==> config.mk <==
export PLATFORM = sky130hd
export DESIGN_NAME = kernel_prueba_example_multi_counter
export DESIGN_NICKNAME = d
export VERILOG_FILES = /design/src/rtl/kernel_prueba_example_multi_counter.sv
export SDC_FILE = /design/constraint.sdc
export NUM_CORES = 1
export LEC_CHECK = 0
export ABC_AREA = 1
export CORE_UTILIZATION = 40
export CTS_CLUSTER_SIZE = 30
export DETAILED_ROUTE_END_ITERATION = 6
export PLACE_DENSITY = 0.67
export RECOVER_POWER = 25
export SYNTH_ARGS = -nofsm -noshare
export SYNTH_HDL_FRONTEND = slang
export SYNTH_SLANG_ARGS = --single-unit
==> constraint.sdc <==
create_clock -name clk -period 2.2 [get_ports clk]
set_input_delay 0.22 -clock clk [delete_from_list [all_inputs] [get_ports clk]]
set_output_delay 0.22 -clock clk [all_outputs]
set_load 0.005 [all_outputs]
==> src/rtl/kernel_prueba_example_multi_counter.sv <==
// N-channel up/down counter bank with per-channel load, step size and
// registered zero/max flags. Wrap or saturate arithmetic is chosen by
// C_SATURATE. Optional sticky overflow/underflow flags are enabled by
// defining KERNEL_PRUEBA_MULTI_COUNTER_STICKY_EN.
module kernel_prueba_example_multi_counter #(
  parameter int unsigned        C_NUM_CH     = 2,
  parameter int unsigned        C_WIDTH      = 8,
  parameter int unsigned        C_STEP_WIDTH = 4,
  parameter logic [C_WIDTH-1:0] C_INIT       = '0,
  parameter int unsigned        C_SATURATE   = 0
) (
  input  logic                           clk,
  input  logic                           rst,
  input  logic                           clken,
  input  logic [C_NUM_CH-1:0]            load,
  input  logic [C_NUM_CH-1:0]            incr,
  input  logic [C_NUM_CH-1:0]            decr,
  input  logic [C_NUM_CH*C_STEP_WIDTH-1:0] step,
  input  logic [C_NUM_CH*C_WIDTH-1:0]    load_value,
`ifdef KERNEL_PRUEBA_MULTI_COUNTER_STICKY_EN
  input  logic [C_NUM_CH-1:0]            ovf_clr,
  output logic [C_NUM_CH-1:0]            ovf,
  output logic [C_NUM_CH-1:0]            unf,
`endif
  output logic [C_NUM_CH*C_WIDTH-1:0]    count,
  output logic [C_NUM_CH-1:0]            is_zero,
  output logic [C_NUM_CH-1:0]            is_max,
  output logic                           all_zero
);

  localparam int unsigned        SUM_W     = C_WIDTH + 1;
  localparam logic [C_WIDTH-1:0] ALL_ONES  = '1;
  localparam logic               INIT_ZERO = (C_INIT == '0);
  localparam logic               INIT_MAX  = (C_INIT == ALL_ONES);

  logic [C_NUM_CH*C_WIDTH-1:0] count_nxt;
  logic [C_NUM_CH-1:0]         zero_nxt;
  logic [C_NUM_CH-1:0]         max_nxt;
  logic [C_WIDTH-1:0]          cur;
  logic [C_WIDTH-1:0]          stp;
  logic [C_WIDTH-1:0]          nxt;
  logic [SUM_W-1:0]            sum;
  logic [SUM_W-1:0]            dif;
`ifdef KERNEL_PRUEBA_MULTI_COUNTER_STICKY_EN
  logic [C_NUM_CH-1:0]         ovf_set;
  logic [C_NUM_CH-1:0]         unf_set;
`endif

  // Per-channel next value and the flags derived from it
  always_comb begin
    count_nxt = count;
    zero_nxt  = '0;
    max_nxt   = '0;
    cur       = '0;
    stp       = '0;
    nxt       = '0;
    sum       = '0;
    dif       = '0;
`ifdef KERNEL_PRUEBA_MULTI_COUNTER_STICKY_EN
    ovf_set   = '0;
    unf_set   = '0;
`endif
    for (int i = 0; i < int'(C_NUM_CH); i++) begin
      cur = count[i*C_WIDTH +: C_WIDTH];
      stp = C_WIDTH'(step[i*C_STEP_WIDTH +: C_STEP_WIDTH]);
      // Extra top bit carries out on overflow and borrows on underflow
      sum = {1'b0, cur} + {1'b0, stp};
      dif = {1'b0, cur} - {1'b0, stp};
      nxt = cur;
      if (load[i]) begin
        nxt = load_value[i*C_WIDTH +: C_WIDTH];
      end else if (incr[i] && !decr[i]) begin
        nxt = ((C_SATURATE != 0) && sum[C_WIDTH]) ? ALL_ONES : sum[C_WIDTH-1:0];
`ifdef KERNEL_PRUEBA_MULTI_COUNTER_STICKY_EN
        ovf_set[i] = sum[C_WIDTH];
`endif
      end else if (decr[i] && !incr[i]) begin
        nxt = ((C_SATURATE != 0) && dif[C_WIDTH]) ? '0 : dif[C_WIDTH-1:0];
`ifdef KERNEL_PRUEBA_MULTI_COUNTER_STICKY_EN
        unf_set[i] = dif[C_WIDTH];
`endif
      end
      count_nxt[i*C_WIDTH +: C_WIDTH] = nxt;
      zero_nxt[i] = (nxt == '0);
      max_nxt[i]  = (nxt == ALL_ONES);
    end
  end

  // Count and flag registers, updated together so they always agree
  always_ff @(posedge clk) begin
    if (rst) begin
      count    <= {C_NUM_CH{C_INIT}};
      is_zero  <= {C_NUM_CH{INIT_ZERO}};
      is_max   <= {C_NUM_CH{INIT_MAX}};
      all_zero <= INIT_ZERO;
    end else if (clken) begin
      count    <= count_nxt;
      is_zero  <= zero_nxt;
      is_max   <= max_nxt;
      all_zero <= &zero_nxt;
    end
  end

`ifdef KERNEL_PRUEBA_MULTI_COUNTER_STICKY_EN
  // Sticky overflow/underflow; a new event in the same cycle beats a clear
  always_ff @(posedge clk) begin
    if (rst) begin
      ovf <= '0;
      unf <= '0;
    end else if (clken) begin
      ovf <= ovf_set | (ovf & ~ovf_clr);
      unf <= unf_set | (unf & ~ovf_clr);
    end
  end
`endif

endmodule

==> results of run 1 <==
## area by class of cell
cell class | count | area, um2 | area share [%]
clock buffer | 3 | 41.3 | 1.34
inverter | 61 | 229 | 7.45
tap | 70 | 87.6 | 2.85
sequential | 21 | 423 | 13.8
timing repair buffer | 81 | 746 | 24.3
clock inverter | 1 | 5.00 | 0.163
multi-input combinational | 283 | 1540 | 50.2
## layer usage
metal  vias to the layer above  share of wire, %  GRT usage (%)
met3                        12               3.6           2.12
met4                         0               1.9           8.23
li1                       1341                 -              -
met1                      1105                44           26.2
met2                        67                50           40.8
met5                         -                 0              0
## flip-flops by register name (all words and copies together) (netlist names)
signal	cells
is_zero	2
count	16
all_zero	1
is_max	2
## power groups by stage
stage          combinational, mW  clock, mW  sequential, mW
2_1_floorplan              0.301          0           0.446
3_3_place_gp               0.555          0           0.443
3_5_place_dp               0.559          0           0.443
4_1_cts                    0.562      0.266           0.434
5_1_grt                    0.641      0.282           0.439
6_report                   0.570      0.255           0.435
## worst max-delay path: cells and delay by family, from the launching register on
family | cells | cell delay [ns]
adder cells (fa/ha/maj) | 2 | 0.59
buffers and inverters | 2 | 0.12
AO/OA/AOI/OAI | 2 | 0.27
flip-flops | 1 | 0.35
AND/OR/NAND/NOR | 7 | 0.66
## cells by family (layout without fill, tap and decap cells)
family / after synthesis / count (layout) / share of synthesized area (%)
buffers and inverters: 66 / 146 / 11.5
adders and majority gates: 21 / 21 / 13.5
AOI/OAI and AO/OA: 45 / 45 / 11.2
DFF: 21 / 21 / 19.3
and+or+nand+nor: 217 / 217 / 44.5
## path summary, 6_finish.rpt
kind / from / endpoint / depth (start not counted)
max: count[0] / all_zero / 13
min: is_zero[0] / is_zero[0] / 2
max reg2reg: count[0] / all_zero / 13
min reg2reg: is_zero[0] / is_zero[0] / 2
## synth_stat cells, types with 2 or more instances
cell	count	share of area, %
inv_1	57	9.8
nand3_2	4	1.8
nor2_2	4	1.2
or2_2	7	2.0
nor3_1	6	1.4
nand2_2	4	1.2
nand4_1	4	1.2
dfxtp_1	21	19
nand3_1	45	10
nand3b_1	3	1.0
nor2_1	26	4.5
clkbuf_1	4	0.69
o21ai_0	15	3.5
a21oi_1	23	5.3
inv_2	3	0.52
fa_1	4	3.7
ha_1	17	9.8
o21ai_2	2	0.81
nand2_1	113	20
## metrics by stage
stage	power, mW	cells	hold WS [ns]	setup slack (ns)
floorplan	0.747	370	0.376	0.260
global placement	0.999	516	0.455	-0.216
detailed placement	1.00	516	0.453	-0.254
CTS	1.26	520	0.474	0.0223
global route	1.36	520	0.494	-0.0293
finish	1.26	520	0.466	0.157
==> run_results.csv, run 1 <==
group,metric,value,unit
worst_setup_path,path_max_fanout,4,
timing,fin_crit_sh,92.9,%
status,status,"finished clean",
detailed_routing,vias,2525,
hold_path,hp-class,"flip-flop to flip-flop",
final_layout,area_delta_synth_final,41.4,%
power_and_ir_drop,power_switching,0.452,mW
worst_setup_path,cp_data_arrival_time,2.25,ns
worst_setup_path,crit_required,2.40,ns
power_and_ir_drop,p_sw_share,35.9,%
clock_network,cts_hold_buf,0,
final_layout,fin_util,59.4,%
clock_network,cts_made_buffers,3,
power_and_ir_drop,seq_power_share,34.5,%
timing,max_freq,489,MHz
yosys,ys_types,27,
final_layout,num-fill-cells,513,
clock_network,clock_latency,0.26,ns
place,gp_congestion,0.932,
detailed_routing,drcViolationCount,0,
global_routing,antenna_found_initial,0,
yosys,synth_cells,370,
timing,period_needed,2.04,ns
timing,drv_slew,0,
power_and_ir_drop,peakVddDrop,0.298,mV
yosys,avgSynthCellArea,5.87,um2
floorplanning,io_pins,54,
yosys,synth_nets,424,
worst_setup_path,critPathSlowestCell,"fa_2",
timing,setup_viol,0,
floorplanning,initial_core_util,42.0,%
yosys,yosys_warnings,0,
clock_network,root_buffer,"clkbuf_8",
place,hpwl,4940,um
timing,tightest_slew,0.356,ns
power_and_ir_drop,power_leakage,1.60,nW
clock_network,cts_resized,0,
detailed_routing,vias_per_cell,4.86,
floorplanning,coreArea,5170,um2
final_layout,final_common_cell,"nand2_1",
clock_network,post-cts-setup-buffer-count,0,
clock_network,clk_pin_slew,0.08,ns
yosys,synthFlopType,"dfxtp_1",
power_and_ir_drop,p_int,0.808,mW
final_layout,num-nets-final,505,
run,cap_violations,0,
timing,setup_tns,0,ns
yosys,synth-seq-area-share,19.3,%
final_layout,num_antenna_cells,0,
place,place_area,2980,um2
timing,slew_headroom,76.2,%
global_routing,grt_overflow_total,0,
global_routing,grt_pass1_wl,9550,um
final_layout,fin_area,3070,um2
worst_setup_path,critPathMaxStageDelay,0.42,ns
power_and_ir_drop,power_density,410,nW/um2
detailed_routing,drtPass1Iterations,4,
global_routing,grt_max_degree,26,
clock_network,cts_tree,"built",
floorplanning,die_h,75.7,um
power_and_ir_drop,clock_power_share,20.2,%
timing,hold_viol_final,0,
final_layout,layout_common_cells,"nand2_1, inv_1, nand3_1",
clock_network,clock_sinks,21,
worst_setup_path,critPathKind,"flip-flop to flip-flop",
yosys,ys_ff_latch,21,
worst_setup_path,r2r_slack,0.16,ns
final_layout,drive_gt1_share,16.4,%
place,portBuffers,53,
clock_network,clockBufferDepth,2,
detailed_routing,routed_wl,5990,um
yosys,async_reset_ff_share,0,%
worst_setup_path,path_cells,"inv_2 > ha_1 > inv_1 > fa_2 > o21ai_1 > nor2_1 > nand2_1 > nand2_1 > nor2_1 > nand4_1 > nor2_2 > nand2_2 > o21ai_2",
worst_setup_path,critPathLaunchType,"flip-flop",
power_and_ir_drop,power_frac_comb,45.3,%
detailed_routing,drtIter0Drc,99,
clock_network,cts_max_level,1,
detailed_routing,post_drt_wl_per_cell,11.5,um
timing,clock_skew,0.00523,ns
global_routing,grt_pass1_vias,2265,
yosys,synth_edf_count,0,
floorplanning,die_x,75.7,um
worst_setup_path,end_kind,"flip-flop",
detailed_routing,antenna_left,0,
floorplanning,dieArea,5730,um2
yosys,synth_area,2170,um2
floorplanning,rows,26,
global_routing,grt_usage,22.0,%
(Power assumes the default switching activity.)
==> inputs of run 2 (changes only) <==
ABC_AREA = not set   (was 1)
PLACE_DENSITY = 0.72   (was 0.67)
==> run 2 against run 1 <==
Net effect: the flow now finishes with violations (setup timing); final cell count fell by 19%; worst hold slack improved by 0.0014 ns; critical path type unchanged; synthesized area fell by 4.5%; wire length rose by 9.5%; total power rose by 14%; register-to-register slack got worse by 0.37 ns; die area fell by 4.4%; clock-buffer cell count did not move; clock power rose by 3%; maximum frequency fell by 15%.
==> run_results.csv, run 2 <==
group,metric,value,unit
global_routing,grt_usage,24.0,%
global_routing,grt_overflow_total,0,
worst_setup_path,path_cells,"inv_4 > ha_4 > inv_2 > fa_2 > xnor2_1 > a22o_1 > o31a_1 > buf_6 > nand3_4 > nor4b_4 > o2111ai_2 > o21ai_1",
final_layout,stdcell_count,422,
global_routing,grt_pass1_wl,10300,um
worst_setup_path,r2r_slack,-0.22,ns
yosys,synth_cells,256,
global_routing,antenna_found_initial,0,
clock_network,cts_hold_buf,0,
final_layout,num-nets-final,410,
detailed_routing,vias,2322,
timing,setup_viol,6,
final_layout,reg.largest.list,"count (16), is_max (2), is_zero (2)",
detailed_routing,drtIter0Drc,125,
place,hpwl,4620,um
floorplanning,die_h,74.0,um
status,violations,"setup timing",
power_and_ir_drop,peakVddDrop,0.398,mV
yosys,yosys_warnings,0,
worst_setup_path,critPathLaunch,"count[8]",
worst_setup_path,critPathKind,"flip-flop to flip-flop",
worst_setup_path,endpoint,"all_zero",
timing,fin_crit_sh,110,%
global_routing,grt_pass1_vias,2187,
yosys,synth-seq-area-share,20.3,%
yosys,synth_area_leaders,"dfxtp_1, ha_1, a211oi_1",
place,dpl.cell_count,408,
final_layout,num-fill-cells,360,
detailed_routing,vias_per_cell,5.50,
yosys,synthTopCellsByCount,"inv_1, dfxtp_1, nor2_1",
yosys,synth_nets,310,
power_and_ir_drop,power_switching,0.514,mW
timing,tightest_slew,0.499,ns
clock_network,clk_pin_slew,0.08,ns
timing,drv_slew,0,
yosys,async_reset_ff_share,0,%
detailed_routing,routed_wl,6560,um
clock_network,clockBufferDepth,2,
final_layout,drive_gt1_share,38.6,%
worst_setup_path,path_max_fanout,3,
floorplanning,io_pins,54,
place,place_area,2990,um2
final_layout,area_delta_synth_final,69.4,%
floorplanning,coreArea,4850,um2
hold_path,hp-class,"flip-flop to flip-flop",
worst_setup_path,reg2reg_to,"all_zero",
floorplanning,rows,25,
worst_setup_path,reg2regPathDepth,12,
detailed_routing,antenna_left,0,
timing,slew_headroom,66.6,%
clock_network,cts_made_buffers,3,
timing,clock_skew,0.00331,ns
power_and_ir_drop,power_frac_comb,50.6,%
global_routing,grt_max_degree,30,
yosys,ys_ff_latch,21,
final_layout,largest_reg_flops,16,
yosys,synthFlopType,"dfxtp_1",
worst_setup_path,end_kind,"flip-flop",
timing,rsz0062_at_grt,"true",
detailed_routing,post_drt_wl_per_cell,15.6,um
yosys,synth_most_common_cell,"inv_1",
clock_network,root_buffer,"clkbuf_8",
detailed_routing,drcViolationCount,0,
final_layout,fin_area,3510,um2
worst_setup_path,r2r-start,"count[8]",
yosys,synth_area,2070,um2
worst_setup_path,cp_data_arrival_time,2.62,ns
final_layout,multiInputGateArea,1930,um2
final_layout,layout_common_cells,"buf_4, clkdlybuf4s50_1, nor2_1",
worst_setup_path,crit_required,2.41,ns
power_and_ir_drop,clock_power_share,18.3,%
final_layout,num_antenna_cells,0,
final_layout,seq_area,435,um2
timing,hold_viol_final,0,
timing,max_freq,414,MHz
floorplanning,initial_core_util,42.8,%
clock_network,clock_latency,0.26,ns
clock_network,cts_tree,"built",
floorplanning,dieArea,5480,um2
power_and_ir_drop,p_sw_share,35.7,%
detailed_routing,drtPass1Iterations,4,
yosys,netlist.top_cell.by_area,"dfxtp_1",
clock_network,clock_sinks,21,
place,portBuffers,53,
yosys,avgSynthCellArea,8.10,um2
yosys,synth_top_cell_area_share,20.3,%
status,status,"finished with violations",
worst_setup_path,critPathSlowestCell,"dfxtp_4",
power_and_ir_drop,p_int,0.927,mW
timing,setup_ws,-0.215,ns
final_layout,final_common_cell,"buf_4",
power_and_ir_drop,power_density,410,nW/um2
worst_setup_path,critPathLaunchType,"flip-flop",
worst_setup_path,critPathMaxStageDelay,0.37,ns
timing,holdWs,0.467,ns
run,cap_violations,0,
clock_network,cts_max_level,1,
place,gp_congestion,0.912,
power_and_ir_drop,seq_power_share,31.1,%
yosys,ys_types,62,
power_and_ir_drop,power_leakage,1.42,nW
final_layout,largest_register,"count",
floorplanning,die_x,74.0,um
timing,period_needed,2.42,ns
yosys,synth_edf_count,0,
run 2: cell count changes in the layout (fill, tap and decap cells not counted), sizes merged, moves of 9 or more:
cell / delta
a211oi: +14
a21oi: -13
buf: +25
inv: -38
nand2: -102
nand3: -44
nor2: -9
o21ai: -9
run 2: timing repair:
| action | 4_1_cts | 5_1_grt |
|---|---|---|
| setup buffers | 7 | 3 |
| pin swaps | 30 | 27 |
| setup endpoints to repair | 14 | 13 |
| resized for setup | 68 | 31 |
run 2: worst min path at each step:
| stage | start | end | depth (start not counted) |
|---|---|---|---|
| floorplan | rst | count[14] | 2 |
| global placement | is_zero[1] | is_zero[1] | 2 |
| detailed placement | is_zero[1] | is_zero[1] | 2 |
| CTS | is_zero[1] | is_zero[1] | 2 |
| global route | is_max[0] | is_max[0] | 1 |
| finish | is_zero[1] | is_zero[1] | 2 |
run 2: stage by stage:
step                      TNS [ns]  util (%)  worst slack (ns)  power, mW
after floorplan                  0         -           0.00100      0.744
after global placement       -6.03      61.7            -0.539       1.02
after detailed placement     -7.15      61.7            -0.637       1.03
after CTS                   -0.613      68.8            -0.194       1.37
after global routing         -1.48      72.5            -0.331       1.51
final                       -0.765      72.5            -0.215       1.44
run 2: layer usage:
metal | track usage [%] | share of wire, % | vias to the layer above
met5 | 0 | 0 | -
met2 | 40.9 | 49 | 67
met3 | 4.88 | 4.2 | 4
met1 | 32.0 | 46 | 1111
li1 | - | - | 1140
met4 | 3.63 | 0.47 | 0
run 2: worst max-delay path, delay by kind of cell, from the launching register on:
family                     cells  cell delay [ns]
adders and majority gates      2             0.49
DFF                            1             0.37
and+or+nand+nor                2             0.39
AOI/OAI and AO/OA              4             0.68
buffers and inverters          3             0.23
xor gates and xnor gates       1             0.19
run 2: power groups by stage:
stage	sequential, mW	combinational [mW]	clock [mW]
3_5_place_dp	0.451	0.575	0
2_1_floorplan	0.450	0.294	0
4_1_cts	0.445	0.666	0.261
3_3_place_gp	0.451	0.565	0
5_1_grt	0.452	0.789	0.273
6_report	0.448	0.729	0.263
run 2: final cells by class:
class                      instances  share of cell area [%]
timing repair buffer             106                    26.5
clock inverter                     1                   0.142
inverter                          23                    2.53
clock buffer                       3                    1.18
tap                               67                    2.39
sequential                        21                    12.4
multi-input combinational        201                    54.9
run 2: logic make-up (layout without fill, tap and decap cells):
kind of cell | count (synthesis) | in the layout | synth area share, %
flops | 21 | 21 | 20.3
buf+inv | 34 | 133 | 6.27
simple gates | 90 | 90 | 24.4
xor+xnor | 6 | 6 | 2.53
compound gates | 77 | 77 | 28.8
mux | 7 | 7 | 3.62
fa+ha+maj | 21 | 21 | 14.1
==> inputs of run 3 (changes only) <==
CELL_PAD_IN_SITES_DETAIL_PLACEMENT = 1   (was not set)
CELL_PAD_IN_SITES_GLOBAL_PLACEMENT = 1   (was not set)
CORE_UTILIZATION = 36   (was 40)
PLACE_DENSITY = 0.85   (was 0.72)
==> run 3 against run 2 <==
Net effect: the run still ends with setup timing left; die area is 11% higher; sequential power rose by 1%; total power increased by 7.1%; highest routed layer unchanged; non-clock buffer count is 11 higher.
==> run_results.csv, run 3 (same netlist as run 2, synthesis figures left out) <==
group,metric,value,unit
status,status,"finished with violations",
status,violations,"setup timing",
clock_network,clk_pin_slew,0.08,ns
clock_network,cts_tree,"built",
timing,drv_slew,0,
global_routing,grt_max_degree,22,
worst_setup_path,cp_data_arrival_time,2.91,ns
power_and_ir_drop,power_density,421,nW/um2
final_layout,num_antenna_cells,0,
detailed_routing,drtIter0Drc,91,
place,hpwl,5820,um
timing,tightest_slew,0.511,ns
global_routing,grt_overflow_total,0,
detailed_routing,drtPass1Iterations,4,
detailed_routing,vias,2590,
floorplanning,dieArea,6070,um2
final_layout,largest_register,"count",
power_and_ir_drop,peakVddDrop,0.268,mV
detailed_routing,vias_per_cell,5.91,
timing,max_freq,370,MHz
final_layout,area_delta_synth_final,76.7,%
timing,period_needed,2.70,ns
place,gp_congestion,0.893,
timing,clock_skew,0.00706,ns
detailed_routing,post_drt_wl_per_cell,23.0,um
timing,setup_ws,-0.501,ns
final_layout,num-nets-final,421,
final_layout,final_common_cell,"buf_4",
power_and_ir_drop,power,1.54,mW
timing,holdWs,0.494,ns
final_layout,largest_reg_flops,16,
final_layout,reg.largest.list,"count (16), is_max (2), is_zero (2)",
timing,rsz0062_at_grt,"true",
hold_path,min_path_cells,1,
worst_setup_path,critPathKind,"flip-flop to flip-flop",
floorplanning,rows,27,
power_and_ir_drop,power_frac_comb,53.3,%
floorplanning,die_x,77.9,um
final_layout,drive_gt1_share,42.9,%
detailed_routing,drcViolationCount,0,
worst_setup_path,critPathLaunchType,"flip-flop",
power_and_ir_drop,p_int,0.956,mW
final_layout,fin_util,66.1,%
clock_network,clock_sinks,21,
timing,hold_viol_final,0,
power_and_ir_drop,seq_power_share,29.4,%
clock_network,cts_max_level,1,
clock_network,clock_latency,0.27,ns
worst_setup_path,end_kind,"flip-flop",
floorplanning,initial_core_util,37.4,%
final_layout,stdcell_count,438,
worst_setup_path,path_max_fanout,4,
floorplanning,die_h,77.9,um
worst_setup_path,r2r-start,"count[8]",
hold_path,holdPathEnd,"is_max[0]",
timing,fin_crit_sh,123,%
timing,slew_headroom,65.9,%
global_routing,grt_pass1_wl,13300,um
worst_setup_path,r2r_slack,-0.50,ns
worst_setup_path,reg2reg_to,"all_zero",
worst_setup_path,crit_required,2.41,ns
final_layout,layout_common_cells,"buf_4, clkdlybuf4s50_1, nor2_1",
clock_network,clockBufferDepth,2,
power_and_ir_drop,power_leakage,1.48,nW
clock_network,cts_made_buffers,3,
hold_path,hp-start,"is_max[0]",
global_routing,grt_usage,28.5,%
floorplanning,io_pins,54,
place,portBuffers,53,
clock_network,root_buffer,"clkbuf_8",
floorplanning,coreArea,5540,um2
detailed_routing,antenna_left,0,
place,place_area,3060,um2
global_routing,antenna_found_initial,0,
clock_network,cts_hold_buf,0,
power_and_ir_drop,p_sw_share,38.1,%
power_and_ir_drop,power_switching,0.587,mW
power_and_ir_drop,clock_power_share,17.2,%
worst_setup_path,reg2regPathDepth,11,
final_layout,fin_area,3660,um2
place,dpl.cell_count,421,
timing,setup_viol,11,
hold_path,hp-class,"flip-flop to flip-flop",
detailed_routing,routed_wl,10100,um
run,cap_violations,0,
global_routing,grt_pass1_vias,2664,
==> run 3: cell types whose count changed in the layout (fill, tap and decap cells not counted), sizes merged <==
cell,previous run,this run
buf,53,64
dlygate4sd2,7,5
dlygate4sd3,7,6
clkdlybuf4s50,38,41
==> run 3: how the worst max path moves through the flow <==
stage	start	endpoint	slack, ns	cells past startpoint
global route	count[8]	all_zero	-0.58	11
global placement	step[4]	all_zero	-0.59	11
detailed placement	step[0]	is_max[0]	-0.70	11
finish	count[8]	all_zero	-0.50	11
floorplan	count[8]	all_zero	0.001	11
CTS	count[8]	all_zero	-0.21	11
==> run 3: metrics by stage <==
stage / setup TNS, ns / setup slack [ns]
finish: -2.32 / -0.501
global route: -3.23 / -0.584
CTS: -0.824 / -0.215
detailed placement: -8.30 / -0.704
global placement: -6.83 / -0.592
floorplan: 0 / 0.00100
==> run 3: timing repair <==
action | 4_1_cts | 5_1_grt
endpoints found under the setup margin | 15 | 17
gates cloned | 0 | 0
pin swaps | 29 | 33
resized for setup | 61 | 51
hold endpoints to repair | 0 | 0
setup buffers | 8 | 6
==> run 3: cell type report <==
| type | count | area, um2 |
|---|---|---|
| Sequential cell | 21 | 440 |
| Clock buffer | 3 | 41.3 |
| Clock inverter | 1 | 5.00 |
| Multi-Input combinational cell | 201 | 1970 |
| Tap cell | 72 | 90.1 |
| Inverter | 23 | 91.3 |
| Fill cell | 624 | 1880 |
| Timing Repair Buffer | 117 | 1030 |
==> run 3: critical path, stage by stage, from the launching register on <==
cell	delay, ns
dfxtp_4	0.39
ha_4	0.15
inv_2	0.04
fa_2	0.40
nor3_4	0.23
o31a_1	0.29
buf_4	0.17
o21a_1	0.11
o31a_1	0.21
nor4b_4	0.31
o2111ai_2	0.19
o21ai_1	0.16
==> run 3: power by group through the flow <==
stage,logic [mW],clock network [mW],registers (mW)
final,0.823,0.266,0.454
after global routing,0.867,0.281,0.458
after CTS,0.684,0.258,0.447
after detailed placement,0.605,0,0.453
after global placement,0.577,0,0.451
after floorplan,0.294,0,0.450
==> run 3: per-layer routing <==
layer	wire, um	GRT usage [%]
met5	0	0
met4	507	15.0
met3	362	3.06
met2	5320	53.0
met1	3880	31.5
